File: src/rtl/vending_controller.sv
// Micro-vending transaction controller: item selection, coin accumulation with a
// 99-unit ceiling, cancel/refund, one-cycle dispense and a timed change display.
module vending_controller #(
    parameter logic [7:0]  PRICE_0     = 8'd15,
    parameter logic [7:0]  PRICE_1     = 8'd25,
    parameter logic [7:0]  PRICE_2     = 8'd40,
    parameter logic [7:0]  PRICE_3     = 8'd60,
    parameter logic [7:0]  MAX_MONEY   = 8'd99,
    parameter logic [31:0] HOLD_CYCLES = 32'd300_000_000
) (
    input  logic       sys_clk,
    input  logic       sys_rst_n,
    input  logic       sel_valid,
    input  logic [1:0] item_sel,
    input  logic       coin_1,
    input  logic       coin_5,
    input  logic       coin_10,
    input  logic       cancel,
    output logic [7:0] need_money,
    output logic [7:0] input_money,
    output logic [7:0] change_money,
    output logic       dispense_valid,
    output logic [1:0] dispense_item,
    output logic       coin_reject,
    output logic       busy
);

    localparam int unsigned MW = 8;
    localparam int unsigned SW = 9;
    localparam int unsigned CW = 32;

    localparam logic [1:0] IDLE     = 2'd0;
    localparam logic [1:0] PAY      = 2'd1;
    localparam logic [1:0] DISPENSE = 2'd2;
    localparam logic [1:0] DONE     = 2'd3;

    logic [1:0]    state, state_n;
    logic [1:0]    item, item_n;
    logic [MW-1:0] need_n, input_n, change_n;
    logic [CW-1:0] hold_cnt, hold_n;
    logic          dispense_valid_n, coin_reject_n, busy_n;
    logic [1:0]    dispense_item_n;
    logic [SW-1:0] coin_sum, total;
    logic [MW-1:0] sel_price;
    logic          coin_any, start;

    // State and all outputs are registered together
    always_ff @(posedge sys_clk or negedge sys_rst_n) begin
        if (!sys_rst_n) begin
            state          <= IDLE;
            item           <= 2'd0;
            need_money     <= '0;
            input_money    <= '0;
            change_money   <= '0;
            hold_cnt       <= '0;
            dispense_valid <= 1'b0;
            dispense_item  <= 2'd0;
            coin_reject    <= 1'b0;
            busy           <= 1'b0;
        end else begin
            state          <= state_n;
            item           <= item_n;
            need_money     <= need_n;
            input_money    <= input_n;
            change_money   <= change_n;
            hold_cnt       <= hold_n;
            dispense_valid <= dispense_valid_n;
            dispense_item  <= dispense_item_n;
            coin_reject    <= coin_reject_n;
            busy           <= busy_n;
        end
    end

    always_comb begin
        state_n       = state;
        item_n        = item;
        need_n        = need_money;
        input_n       = input_money;
        change_n      = change_money;
        hold_n        = hold_cnt;
        coin_reject_n = 1'b0;
        start         = 1'b0;

        coin_any = coin_1 | coin_5 | coin_10;
        coin_sum = SW'(coin_1) + (coin_5 ? SW'(5) : SW'(0)) + (coin_10 ? SW'(10) : SW'(0));
        total    = SW'(input_money) + coin_sum;

        case (item_sel)
            2'd0:    sel_price = PRICE_0;
            2'd1:    sel_price = PRICE_1;
            2'd2:    sel_price = PRICE_2;
            default: sel_price = PRICE_3;
        endcase

        case (state)
            IDLE: begin
                coin_reject_n = coin_any;
                start         = sel_valid;
            end
            PAY: begin
                if (cancel) begin
                    // Cancel wins over same-cycle coins, which are refused
                    coin_reject_n = coin_any;
                    change_n      = input_money;
                    input_n       = '0;
                    need_n        = '0;
                    hold_n        = '0;
                    state_n       = DONE;
                end else begin
                    if (total <= SW'(MAX_MONEY)) input_n = MW'(total);
                    else                         coin_reject_n = coin_any;
                    if (input_money >= need_money) state_n = DISPENSE;
                end
            end
            DISPENSE: begin
                coin_reject_n = coin_any;
                change_n      = input_money - need_money;
                need_n        = '0;
                input_n       = '0;
                hold_n        = '0;
                state_n       = DONE;
            end
            DONE: begin
                coin_reject_n = coin_any;
                start         = sel_valid;
                if (hold_cnt == HOLD_CYCLES - 32'd1) begin
                    change_n = '0;
                    hold_n   = '0;
                    state_n  = IDLE;
                end else begin
                    hold_n = hold_cnt + 32'd1;
                end
            end
        endcase

        // A new selection from IDLE or DONE overrides the hold timeout
        if (start) begin
            need_n   = sel_price;
            item_n   = item_sel;
            input_n  = '0;
            change_n = '0;
            hold_n   = '0;
            state_n  = PAY;
        end

        dispense_valid_n = (state_n == DISPENSE);
        dispense_item_n  = (state_n == DISPENSE) ? item_n : 2'd0;
        busy_n           = (state_n != IDLE);
    end

endmodule

File: config.mk
export PLATFORM = sky130hd
export DESIGN_NAME = vending_controller
export DESIGN_NICKNAME = d
export VERILOG_FILES = /design/src/rtl/vending_controller.sv
export SDC_FILE = /design/constraint.sdc
export NUM_CORES = 1
export LEC_CHECK = 0
export CAP_MARGIN = 20
export CORE_MARGIN = 2
export CORE_UTILIZATION = 44
export DETAILED_ROUTE_END_ITERATION = 10
export SYNTH_ARGS = -nofsm -noshare
export SYNTH_HDL_FRONTEND = slang
export SYNTH_SLANG_ARGS = --single-unit
File: constraint.sdc
create_clock -name sys_clk -period 3 [get_ports sys_clk]
set_input_delay 0.3 -clock sys_clk [delete_from_list [all_inputs] [get_ports sys_clk]]
set_output_delay 0.3 -clock sys_clk [all_outputs]
set_load 0.005 [all_outputs]
After elaboration in Yosys (flattened, before gate mapping)
Index checks and enable logic that the tools add are counted.
- flip-flop bits (word level): 65
- input port bits: 9
- output and inout bits: 29
- word-level logic and storage cells: 69
- add/subtract/negate cells: 5
- $lt $le $gt $ge: 2
- equality and inequality tests: 10
- muxes and demuxes: 29
- bitwise gates (word level): 2
- reductions and logical operators: 11
- operator list (operator ; count):
    $mux W32 ; 3
    $pmux W32 S3 ; 1
    $mux W8 ; 8
    $add A32 B1 Y32 const B ; 1
    $eq A32 B29 Y1 const B ; 1
    $pmux W8 S2 ; 2
    $pmux W8 S3 ; 1
    $pmux W6 S3 ; 1
    $mux W2 ; 6
    $add A8 B5 Y9 ; 1
    $le A9 B7 Y1 const B ; 1
    $eq A2 B2 Y1 const B ; 4
    $ge A8 B8 Y1 ; 1
    $sub A8 B8 Y8 ; 1
    $ne A3 B3 Y1 const B ; 2
    $pmux W2 S3 ; 1
    $reduce_and A2 Y1 ; 3
    $add A4 B4 Y5 ; 1
    $add A1 B3 Y4 ; 1
    $eq A2 B1 Y1 const B ; 2
    $logic_not A2 Y1 ; 2
    $mux W4 ; 1
    $ne A4 B4 Y1 const B ; 1
    $reduce_bool A4 Y1 ; 1
    other kinds (9) ; 12

Depth between registers and ports, before layout
Gate-level depths: netlist of the first run.
- depth after elaboration: 9
- gate-level depth with buffers: 10
- depth with buffers taken out: 10

Least setup slack after synthesis of the first run
Ideal clock, no wire load.
- kind: register to register
- start point: reg input_money[0]
- end point: reg input_money[4]
- setup time: 0.068 ns
- arrival time: 2.515 ns
- data required time: 2.932 ns
- setup slack: 0.417 ns
- cell stages (with the launch flop): 10
- path buffers: 0
- clock period less this slack: 2.583 ns
- cells stage by stage: dfrtp_1 > fa_1 > inv_1 > fa_1 > nand2b_1 > a2111oi_0 > o32ai_1 > a211o_1 > o21ai_0 > a22o_1
- longest elaborated chain between the ends: 5
- elaborated cells on any way between the ends: 8
- classes of those cells: 1 x add/sub; 1 x order compare; 1 x eq/ne; 4 x mux; 1 x reduce/logical
- RTL lines (what ; RTL line ; text):
    start: declaration ; 20 ; output logic [7:0] input_money,
    start signal: assignment ; 64 ; input_money <= input_n;
    $add A8 B5 Y9 * ; 86 ; total = SW'(input_money) + coin_sum;
    parallel branches: the longest is 4 deep, another holds $le A9 B7 Y1 ; n/a ;
Every way passes the cells marked *. The select of a mux whose other input is x is not followed.
A chain may end at the register's enable or synchronous reset.

Worst setup path after layout of the first run
- start point: in coin_1
- end point: reg input_money[5]
- longest elaborated chain between the ends: 7
- elaborated cells on any way between the ends: 10
- classes of those cells: 3 x add/sub; 1 x order compare; 1 x eq/ne; 4 x mux; 1 x reduce/logical
- RTL lines (what ; RTL line ; text):
    start: declaration ; 15 ; input logic coin_1,
    $add A1 B3 Y4 * ; 85 ; coin_sum = SW'(coin_1) + (coin_5 ? SW'(5) : SW'(0)) + (coin_10 ? SW'(10) : SW'(0));
    $add A4 B4 Y5 * ; 85 ;
    $add A8 B5 Y9 * ; 86 ;
    parallel branches: the longest is 4 deep, another holds $le A9 B7 Y1 ; n/a ;
Marked as above.

==> key figures, run 1 <==
Run status
  – Outcome: complete, no violations

Placed design
  – DPL Wire Length: about 6600 µm
  – Placed cells: 572
  – Final Wtd Congestion: 0.931
  – Setup WS pre-CTS: -9.04 ps
  – Port-buffer cells: 35

Yosys
  – Dominant cell type by area after synthesis: dfrtp_1
  – Post-synth EDFFs: 0
  – Synth area leaders: dfrtp_1 42%, ha_1 6.9%, o21ai_0 4.5%
  – #FFs+latches synth: 63
  – Avg Cell Area, Syn: 8.93 µm²
  – Sequential fraction of the synthesis area: 0.415
  – Synth top area share: 0.415
  – Synth Warn #: 0
  – Synth Flop Type: dfrtp_1
  – Post-Syn Area: 3790 µm²
  – Asr flop ratio synth: 1.00
  – Post-Syn Instances: 425
  – Distinct cells, synth: 50

Clock network
  – CTS sink cnt: 63
  – Post-CTS setup buffers: 0
  – CTS max path bufs: 2
  – Root Driver: clkbuf_8
  – Worst skew pair latency: 340 ps
  – Register clock-pin slew on the reported worst setup and hold paths: around 70 ps
  – CTS H-Tree Depth: 3
  – CTS tree: yes
  – Inserted Clock Buffers: 9

Layout
  – Non-filler cells, final: about 590
  – Most frequent cells in the layout: 63 x dfrtp_1, 45 x nand2_1, 42 x nor2_1
  – Diodes inserted: 0
  – Final nets: 513
  – Commonest non-fill, non-tap cell in the layout: dfrtp_1
  – Layout area overhead: 21.2%
  – Fillcell total: 760
  – Fraction of layout cells with a size suffix above 1: 0.0888

Global route
  – Total GRT Usage: 0.203
  – Met1 Resource Use GR: 0.316
  – Grt met2 use: 0.276
  – Busiest metal layer after global routing: met1
  – Grt ovf: 0
  – Largest net degree at the start of global routing: 47
  – Initial antenna violation count: 0
  – First-pass GRT wire length: 15400 µm
  – M3 GR Usage: 0.0412
  – Vias in the first global route: 3034

Job
  – Total of max-cap violations: 0

Floorplanning
  – Die area: 9380 µm²
  – I/O pin total: 38
  – X dimension of the die: 96.9 µm
  – Die Y: 96.9 µm
  – Placement row count: 33
  – Core area: 8300 µm²
  – Initial Utilization: 0.457

Critical path
  – Type of destination of the critical path: flip-flop
  – Crit path top cell by count: fa_1
  – Worst Path Buf+Inv: 3
  – CP top delay family: compound AO/OA/AOI/OAI gates
  – Required time of the critical path: 3280 ps
  – FF-to-FF path depth: 9
  – Reg2Reg Launch Point: input_money[1]$_DFFE_PN0P_
  – Crit path DAT: 2990 ps
  – R2R setup slack: 320 ps
  – CP Cell Sequence: clkdlybuf4s50_1, fa_1, inv_1, fa_1, nand2b_1, a2111oi_0, o32ai_1, a211o_1, o21ai_0, buf_4, a22o_1
  – Capture point of the worst reg-to-reg path: input_money[5]$_DFFE_PN0P_
  – Slowest stage delay, CP: 510 ps
  – Kind of start point of the critical path: input pin
  – Setup CP Type: in2reg
  – Worst path slowest cell: clkdlybuf4s50_1
  – Worst-path fanout max: 8

Power
  – Max IR drop VDD: 0.448 mV
  – Leakage: between 0.002 and 0.0025 µW
  – Power Density: 912 nW/µm²

Timing
  – RSZ-0062 raised after global routing: no
  – Max Freq: between 0.3 and 0.4 GHz
  – Worst slew margin: 0.445
  – Slew Limit Fails: 0
  – Fin worst setup slack: 290 ps
  – Final setup violating endpoints: 0
  – Min Tclk post-route: 2710 ps
  – Hold Fails Final Rpt: 0
  – Slew @ Worst Pin: 826 ps
  – Period utilization: 0.903
  – Clock skew: 11.2 ps

Route
  – Final ANT Viol Nets: 0
  – Router iterations before antenna repair: 5
  – Via count: 3230
  – Routed vias/inst: 5.48
  – WL final: 9200 µm
  – DRT iter0 DRCs: 203
  – Wire per inst: 15.6 µm
  – Post-route DRC: 0

Worst hold path
  – Min-Delay Path Class: in2async
==> flip-flops by register name, indices dropped and copies added, names as in the netlist <==
| register | count |
|---|---|
| coin_reject | 1 |
| busy | 1 |
| hold_cnt | 32 |
| item | 2 |
| need_money | 6 |
| dispense_item | 2 |
| state | 2 |
| change_money | 8 |
| dispense_valid | 1 |
| input_money | 8 |
==> how the worst max path moves through the flow <==
stage / end / cells past startpoint / start / slack (ps)
global route: input_money[4]$_DFFE_PN0P_ / 11 / coin_5 / 120
floorplan: input_money[4]$_DFFE_PN0P_ / 9 / input_money[0]$_DFFE_PN0P_ / 420
finish: input_money[5]$_DFFE_PN0P_ / 11 / coin_1 / 290
global placement: input_money[4]$_DFFE_PN0P_ / 10 / coin_1 / -2
CTS: input_money[4]$_DFFE_PN0P_ / 10 / coin_1 / 350
detailed placement: input_money[4]$_DFFE_PN0P_ / 10 / coin_1 / -9
==> metrics by stage <==
stage	power [µW]	TNS, ps	instance area [µm²]	util	hold slack, ps
floorplan	2570	0	3800	-	4.41
global placement	3410	-2.05	4370	0.527	461
detailed placement	3430	-11.1	4370	0.527	475
CTS	4200	0	4570	0.550	168
global route	4530	0	4600	0.554	321
finish	4190	0	4600	0.554	315
==> metal layers <==
layer / part of all wire / vias up
met5: 0 / -
met4: 0.011 / 0
met1: 0.53 / 1538
met3: 0.044 / 9
li1: - / 1608
met2: 0.42 / 75
==> final cells by class <==
cell class              instances  area (µm²)  share of cell area
well taps                     105         131              0.0286
flip-flops and latches         63        1580               0.343
repair buffers                 59         541               0.118
multi-input cells             320        2050               0.446
clock buffers                  11         151              0.0329
inverters                      27         101              0.0220
clock inverters                 4        45.0             0.00980
==> Yosys cell counts, types with 3 or more instances <==
cell type / n
dfrtp_1: 63
nand2_1: 45
nor2_1: 42
o21ai_0: 34
inv_1: 27
ha_1: 21
nand3_1: 18
xor2_1: 17
a21oi_1: 16
clkbuf_1: 13
nor3_1: 10
nand2b_1: 8
nand4_1: 8
xnor2_1: 8
and3_1: 7
o31ai_1: 7
a22o_1: 6
nor2b_1: 5
nor4_1: 5
or3_1: 5
and2_1: 4
mux2i_1: 4
a211o_1: 3
a21o_1: 3
a221oi_1: 3
a31oi_1: 3
a32o_1: 3
fa_1: 3
nor3b_1: 3
nor4b_1: 3
==> kinds of logic (layout without fill, tap and decap cells) <==
kind of cell / after synthesis / after routing / share of synthesized area
adders and majority gates: 24 / 24 / 0.0851
AOI/OAI and AO/OA: 93 / 93 / 0.159
xor gates and xnor gates: 25 / 25 / 0.0577
buffers and inverters: 43 / 101 / 0.0448
other: 1 / 2 / 0.000988
muxes: 4 / 4 / 0.0106
DFF: 63 / 63 / 0.415
and+or+nand+nor: 172 / 172 / 0.227
==> timing repair <==
item | CTS | global route
gates resized for setup | 0 | 0
endpoints found under the hold margin | 0 | 6
hold buffers | 0 | 1
==> report_power, final <==
group	switching [µW]	internal [µW]
Clock	333	420
Sequential	150	1010
Combinational	1300	984
Power figures use the tool's default switching activity.
==> run 2, diff against run 1 <==
--- a/config.mk
+++ b/config.mk
@@ -5,10 +5,12 @@
 export SDC_FILE = /design/constraint.sdc
 export NUM_CORES = 1
 export LEC_CHECK = 0
+export ABC_AREA = 1
 export CAP_MARGIN = 20
 export CORE_MARGIN = 2
 export CORE_UTILIZATION = 44
 export DETAILED_ROUTE_END_ITERATION = 10
+export SETUP_SLACK_MARGIN = 0.05
 export SYNTH_ARGS = -nofsm -noshare
 export SYNTH_HDL_FRONTEND = slang
 export SYNTH_SLANG_ARGS = --single-unit
==> run 2 against run 1 <==
Effect of this change:
- synthesized cell count up 33%
- non-clock buffer count is 19 lower
- clock power rose by 23%
- final cell count is 23% higher
- die area rose by 9.2%
- global-route usage grew 0.88 points
- largest cell class unchanged
- setup slack better by 220 ps
- register-to-register slack better by 190 ps
- via count up 15%
- sequential power about the same
==> key figures, run 2 <==
Job
  – Total of max-cap violations: 0 (unchanged)

Placed design
  – Port-buffer cells: 35 (unchanged)
  – DPL Wire Length: 7340 µm (+11%)
  – Final Wtd Congestion: 0.875 (-6.0%)

Layout
  – Fraction of layout cells with a size suffix above 1: 0.0945 (+0.00562)
  – Number of flip-flops in the largest register: 32 (unchanged)
  – Final Util: 0.527 (-0.0268)
  – Most frequent cells in the layout: 144 x nand2_1, 74 x inv_1, 67 x nor2_1
  – Diodes inserted: 0 (unchanged)
  – Commonest non-fill, non-tap cell in the layout: nand2_1
  – Most flops, register: hold_cnt
  – Layout area overhead: 16.6%
  – Largest regs: hold_cnt: 32 flops, change_money: 8 flops, input_money: 8 flops
  – Final nets: 642 (+25%)

Clock network
  – Number of hold buffers added after CTS: 0 (unchanged)
  – Post_cts resized: 0 (unchanged)
  – Inserted Clock Buffers: 9 (unchanged)
  – CTS sink cnt: 63 (unchanged)
  – CTS tree: yes
  – CTS max path bufs: 2 (unchanged)
  – Worst skew pair latency: 360 ps (+20 ps)
  – Register clock-pin slew on the reported worst setup and hold paths: 80 ps (about the same)
  – Root Driver: clkbuf_8
  – CTS H-Tree Depth: 3 (unchanged)
  – Post-CTS setup buffers: 0 (unchanged)

Global route
  – Met1 Resource Use GR: 0.264 (-0.0520)
  – Grt ovf: 0 (unchanged)
  – Total GRT Usage: 0.212 (+0.00877)
  – First-pass GRT wire length: 17300 µm (+12%)
  – M3 GR Usage: 0.0421 (+0.000913)
  – Busiest metal layer after global routing: met2
  – Vias in the first global route: 3721 (+23%)
  – Grt met2 use: 0.363 (+0.0870)
  – Largest net degree at the start of global routing: 64 (+36%)
  – Initial antenna violation count: 0 (unchanged)

Power
  – Clock power frac: 0.224 (+0.044)
  – Sw frac: 0.446 (+0.0216)
  – Sequential share of power: 0.274 (-0.003)
  – Sw power: 1840 µW (+3.3%)
  – Leakage: 0.00227 µW (+12%)
  – Max IR drop VDD: 0.612 mV (+37%)
  – Design internal power: 2280 µW (-5.4%)
  – Power Density: 850 nW/µm² (-6.8%)
  – Combinational share of power: 0.502 (-0.042)

Route
  – WL final: 9810 µm (+6.7%)
  – Post-route DRC: 0 (unchanged)
  – Routed vias/inst: 5.13 (-6.5%)
  – Final ANT Viol Nets: 0 (unchanged)
  – Via count: 3718 (+15%)
  – Wire per inst: 13.5 µm (-13%)
  – Router iterations before antenna repair: 4 (-1)
  – DRT iter0 DRCs: 134 (-34%)

Timing
  – Setup TNS: 0 ps (unchanged)
  – Fin Hold WS: 97.0 ps (-218 ps)
  – Clock skew: 13.4 ps (+2.17 ps)
  – Final setup violating endpoints: 0 (unchanged)
  – Worst slew margin: 0.460 (+0.0147)
  – Slew @ Worst Pin: 810 ps (-15.7 ps)
  – Hold Fails Final Rpt: 0 (unchanged)
  – Min Tclk post-route: 2490 ps (-223 ps)
  – Period utilization: 0.829 (-0.0742)
  – Slew Limit Fails: 0 (unchanged)
  – RSZ-0062 raised after global routing: no
  – Max Freq: 0.402 GHz (+8.9%)

Critical path
  – Kind of start point of the critical path: flip-flop
  – Required time of the critical path: 3240 ps (-40 ps)
  – Crit path DAT: 2730 ps (-260 ps)
  – Type of destination of the critical path: flip-flop
  – Setup CP Type: reg2reg
  – Worst-path fanout max: 19 (+11)
  – Reg2Reg Launch Point: state[0]$_DFF_PN0_
  – CP Launch Point: state[0]$_DFF_PN0_

Floorplanning
  – Initial Utilization: 0.452 (-0.00501)
  – Die area: 10200 µm² (+9.2%)
  – Placement row count: 35 (+6.1%)
  – Core area: 9200 µm² (+11%)
  – I/O pin total: 38 (unchanged)
  – X dimension of the die: 101 µm (+4.5%)
  – Die Y: 101 µm (+4.5%)

Yosys
  – Post-Syn Area: 4160 µm² (+9.6%)
  – Synth Flop Type: dfrtp_1
  – Dominant cell type by area after synthesis: dfrtp_1
  – Most frequent cell after synthesis: nand2_1
  – Synth top area share: 0.379 (-0.0364)
  – Post-synth EDFFs: 0 (unchanged)
  – Synth Warn #: 0 (unchanged)
  – Top cells by count, synth: 144 x nand2_1, 74 x inv_1, 67 x nor2_1, 63 x dfrtp_1, 36 x nand3_1
  – Avg Cell Area, Syn: 7.34 µm² (-18%)
  – Sequential fraction of the synthesis area: 0.379 (-0.0364)
  – Distinct cells, synth: 40 (-20%)
  – Asr flop ratio synth: 1.00 (unchanged)
  – #FFs+latches synth: 63 (unchanged)
  – Synth area leaders: dfrtp_1 38%, nand2_1 13%, inv_1 6.7%
  – Post-Syn Instances: 567 (+33%)

Run status
  – Outcome: complete, no violations

Worst hold path
  – Min-Delay Path Class: in2async
==> run 2: metal layers <==
layer	wire (µm)	vias up	share of wire
met4	196	0	0.020
met1	4510	1748	0.46
met2	4790	60	0.49
met5	0	-	0
met3	314	15	0.032
li1	-	1895	-
==> run 2: power groups by stage <==
stage / combinational (µW) / clock (µW) / sequential [µW]
after detailed placement: 2070 / 0 / 1140
final: 2070 / 923 / 1130
after floorplan: 1510 / 0 / 1110
after global placement: 2040 / 0 / 1150
after CTS: 2080 / 950 / 1130
after global routing: 2360 / 974 / 1150
==> run 2: final cells by class <==
type	count	area, µm²
clock buffer	9	124
clock inverter	7	120
fill	899	4350
inverter	78	299
multi-input combinational	417	2210
sequential	63	1580
tap	111	139
timing repair buffer	40	383
==> run 2: stage by stage <==
step                      cells  instance area (µm²)  total power, µW  setup WS (ps)
final                       725                 4850             4120            512
after global routing        725                 4850             4480            288
after CTS                   725                 4850             4160            479
after detailed placement    709                 4600             3210            258
after global placement      709                 4600             3190            349
after floorplan             568                 4160             2620            917
==> run 2: path summary, 6_finish.rpt <==
| path | to | cells after the start | slack, ps |
|---|---|---|---|
| setup / recovery | hold_cnt[29]$_DFFE_PN0P_ | 12 | 510 |
| max in group asynchronous | hold_cnt[30]$_DFFE_PN0P_ | 2 | 2340 |
| min in group sys_clk | change_money[3]$_DFFE_PN0P_ | 2 | 490 |
| setup reg to reg | hold_cnt[29]$_DFFE_PN0P_ | 12 | 510 |
| hold reg to reg | change_money[3]$_DFFE_PN0P_ | 2 | 490 |
| hold / removal | hold_cnt[9]$_DFFE_PN0P_ | 2 | 100 |
==> run 2: kinds of logic after synthesis <==
logic type,count (synthesis),share of synthesized area
XOR/XNOR,8,0.0168
flip-flops,63,0.379
adder cells (fa/ha/maj),24,0.0776
buffers and inverters,88,0.0912
AND/OR/NAND/NOR,313,0.343
other,1,0.000902
AO/OA/AOI/OAI,70,0.0912
==> run 2: worst max-delay path, stage by stage, from the launching register on <==
cell	delay [ps]
dfrtp_1	490
inv_1	100
ha_1	290
inv_1	90
nand2_4	150
nand3_1	150
nand2_2	220
nor2_1	320
nand2_1	110
nor2_2	160
nand2_1	90
o21ai_0	160
a21oi_1	50
==> run 3, diff against run 2 <==
--- a/config.mk
+++ b/config.mk
@@ -10,6 +10,7 @@
 export CORE_MARGIN = 2
 export CORE_UTILIZATION = 44
 export DETAILED_ROUTE_END_ITERATION = 10
+export PLACE_DENSITY = 0.66
 export SETUP_SLACK_MARGIN = 0.05
 export SYNTH_ARGS = -nofsm -noshare
 export SYNTH_HDL_FRONTEND = slang
==> constraint.sdc (replaced) <==
create_clock -name sys_clk -period 2.2 [get_ports sys_clk]
set_input_delay 0.22 -clock sys_clk [delete_from_list [all_inputs] [get_ports sys_clk]]
set_output_delay 0.22 -clock sys_clk [all_outputs]
set_load 0.005 [all_outputs]
==> run 3 against run 2 <==
Effect of this change:
- setup slack lost 480 ps
- sequential power up 30%
- critical path depth is 2 higher
- register-to-register slack worse by 480 ps
- die area unchanged
- routed wire length up 1.6%
- first-iteration DRC count rose by 33%
- final cell count is 4.4% higher
- largest cell class unchanged
- largest power group unchanged
==> key figures, run 3 (synthesis results as in run 2) <==
Run status
  – Outcome: complete, no violations

Power
  – Leakage: 0.00247 µW (+8.6%)
  – Overall Power: 6070 µW (+47%)
  – Max IR drop VDD: 0.768 mV (+26%)
  – Power Density: 1170 nW/µm² (+38%)

Layout
  – Commonest non-fill, non-tap cell in the layout: nand2_1
  – Fraction of layout cells with a size suffix above 1: 0.159 (+0.0650)
  – Most flops, register: hold_cnt
  – Most frequent cells in the layout: 139 x nand2_1, 72 x inv_1, 66 x nor2_1
  – Final nets: 674 (+5.0%)
  – Final Util: 0.562 (+0.0350)
  – Fillcell total: 871 (-3.1%)
  – Diodes inserted: 0 (unchanged)
  – Largest regs: hold_cnt: 32 flops, change_money: 8 flops, input_money: 8 flops
  – Number of flip-flops in the largest register: 32 (unchanged)
  – Layout area overhead: 24.3%

Timing
  – Fin Hold WS: 409 ps (+312 ps)
  – RSZ-0062 raised after global routing: yes
  – Min Tclk post-route: 2170 ps
  – Slew Limit Fails: 0 (unchanged)
  – Max Freq: 0.461 GHz
  – Period utilization: 0.987
  – Fin worst setup slack: 29.3 ps (-483 ps)
  – Final setup violating endpoints: 0 (unchanged)
  – Clock skew: 8.81 ps (-4.60 ps)
  – Hold Fails Final Rpt: 0 (unchanged)

Clock network
  – Register clock-pin slew on the reported worst setup and hold paths: 70 ps (about the same)
  – CTS sink cnt: 63 (unchanged)
  – CTS max path bufs: 2 (unchanged)
  – CTS tree: yes
  – CTS H-Tree Depth: 3 (unchanged)
  – Root Driver: clkbuf_8
  – Inserted Clock Buffers: 9 (unchanged)
  – Worst skew pair latency: 350 ps (about the same)

Job
  – Total of max-cap violations: 0 (unchanged)

Critical path
  – Required time of the critical path: 2440 ps (-800 ps)
  – Crit path DAT: 2410 ps (-320 ps)
  – Slowest stage delay, CP: 530 ps (+40 ps)
  – Crit path top cell by count: nand2_1
  – Worst path slowest cell: clkdlybuf4s50_1
  – FF-to-FF path depth: 13 (+1)
  – CP Cell Sequence: clkdlybuf4s50_1, fa_2, inv_2, fa_2, nand3b_1, nand2_2, nand2_1, nand2_1, nand2_1, nand3b_1, nand3_2, nand2_4, nand2_1, nand2_1
  – Type of destination of the critical path: flip-flop
  – Worst-path fanout max: 8 (-11)
  – Kind of start point of the critical path: input pin
  – Setup CP Type: in2reg

Floorplanning
  – Placement row count: 35 (unchanged)
  – Die area: 10200 µm² (unchanged)
  – Initial Utilization: 0.452 (unchanged)
  – Core area: 9200 µm² (unchanged)
  – Die Y: 101 µm (unchanged)
  – X dimension of the die: 101 µm (unchanged)
  – I/O pin total: 38 (unchanged)

Route
  – Post-route DRC: 0 (unchanged)
  – Routed vias/inst: 5.07 (-1.1%)
  – DRT iter0 DRCs: 178 (+33%)
  – WL final: 9970 µm (+1.6%)
  – Final ANT Viol Nets: 0 (unchanged)
  – Router iterations before antenna repair: 4 (unchanged)
  – Via count: 3840 (+3.3%)
  – Wire per inst: 13.2 µm (-2.7%)

Global route
  – Largest net degree at the start of global routing: 64 (unchanged)
  – Grt met2 use: 0.349 (-0.0138)
  – Vias in the first global route: 3831 (+3.0%)
  – M3 GR Usage: 0.0545 (+0.0124)
  – Met1 Resource Use GR: 0.262 (-0.00218)
  – Grt ovf: 0 (unchanged)
  – Initial antenna violation count: 0 (unchanged)
  – Busiest metal layer after global routing: met2
  – Total GRT Usage: 0.210 (-0.00174)
  – First-pass GRT wire length: 17100 µm (-1.3%)

Worst hold path
  – Min-Delay Path Class: in2async

Placed design
  – DPL Wire Length: 7470 µm (+1.8%)
  – Setup WS pre-CTS: -342 ps (-600 ps)
  – Final Wtd Congestion: 0.871 (-0.50%)
  – Port-buffer cells: 35 (unchanged)
==> run 3: cell count changes in the layout (fill, tap and decap cells not counted), sizes merged <==
cell / previous run / this run
bufinv: 3 / 2
clkbuf: 9 / 13
clkinvlp: 1 / 0
inv: 77 / 76
clkdlybuf4s50: 34 / 33
dlygate4sd3: 0 / 1
clkinv: 4 / 3
buf: 6 / 37
dlymetal6s2s: 0 / 1
==> run 3: layer usage <==
layer | vias to the layer above | wire, µm
li1 | 1964 | -
met1 | 1779 | 4530
met2 | 79 | 4880
met3 | 18 | 374
met4 | 0 | 186
met5 | - | 0
==> run 3: worst max-delay path, delay by kind of cell <==
kind | cells | cell delay (ps)
adder cells (fa/ha/maj) | 2 | 570
buffers and inverters | 2 | 570
AND/OR/NAND/NOR | 10 | 1060
==> run 3: metrics by stage <==
stage / TNS, ps / area (µm²) / cells
after CTS: 0 / 5090 / 752
after floorplan: 0 / 4160 / 568
after global routing: -637 / 5170 / 757
after global placement: -2140 / 4810 / 733
final: 0 / 5170 / 757
after detailed placement: -2670 / 4810 / 733
==> run 3: path summary, 6_finish.rpt <==
check / endpoint / slack (ps) / start
max: input_money[0]$_DFFE_PN0P_ / 30 / coin_1
min: change_money[5]$_DFFE_PN0P_ / 410 / sys_rst_n
max reg2reg: input_money[0]$_DFFE_PN0P_ / 30 / input_money[0]$_DFFE_PN0P_
min reg2reg: change_money[4]$_DFFE_PN0P_ / 480 / change_money[4]$_DFFE_PN0P_
max in group asynchronous: input_money[0]$_DFFE_PN0P_ / 1480 / sys_rst_n
min in group sys_clk: change_money[4]$_DFFE_PN0P_ / 480 / change_money[4]$_DFFE_PN0P_
==> run 3: layout make-up <==
cell class,instances,area [µm²],share of cell area
clock buffer,13,159,0.0307
clock inverter,3,65.1,0.0126
inverter,78,299,0.0578
multi-input combinational,417,2270,0.438
sequential,63,1580,0.305
tap,111,139,0.0269
timing repair buffer,72,664,0.129
==> run 3: what timing repair did <==
| action | CTS | global route |
|---|---|---|
| hold buffers | 1 | 0 |
| buffers inserted | 2 | 6 |
| pin swaps | 5 | 10 |
| setup endpoints to repair | 9 | 23 |
| hold endpoints to repair | 63 | 0 |
| resized for setup | 10 | 13 |
==> run 3: power breakdown <==
| group | switching (µW) | leakage, µW | total (µW) | internal, µW |
|---|---|---|---|---|
| Sequential | 109 | 0.000847 | 1470 | 1360 |
| Clock | 460 | 0.000114 | 1160 | 699 |
| Combinational | 2040 | 0.00151 | 3440 | 1400 |
| Total | 2610 | 0.00247 | 6070 | 3460 |
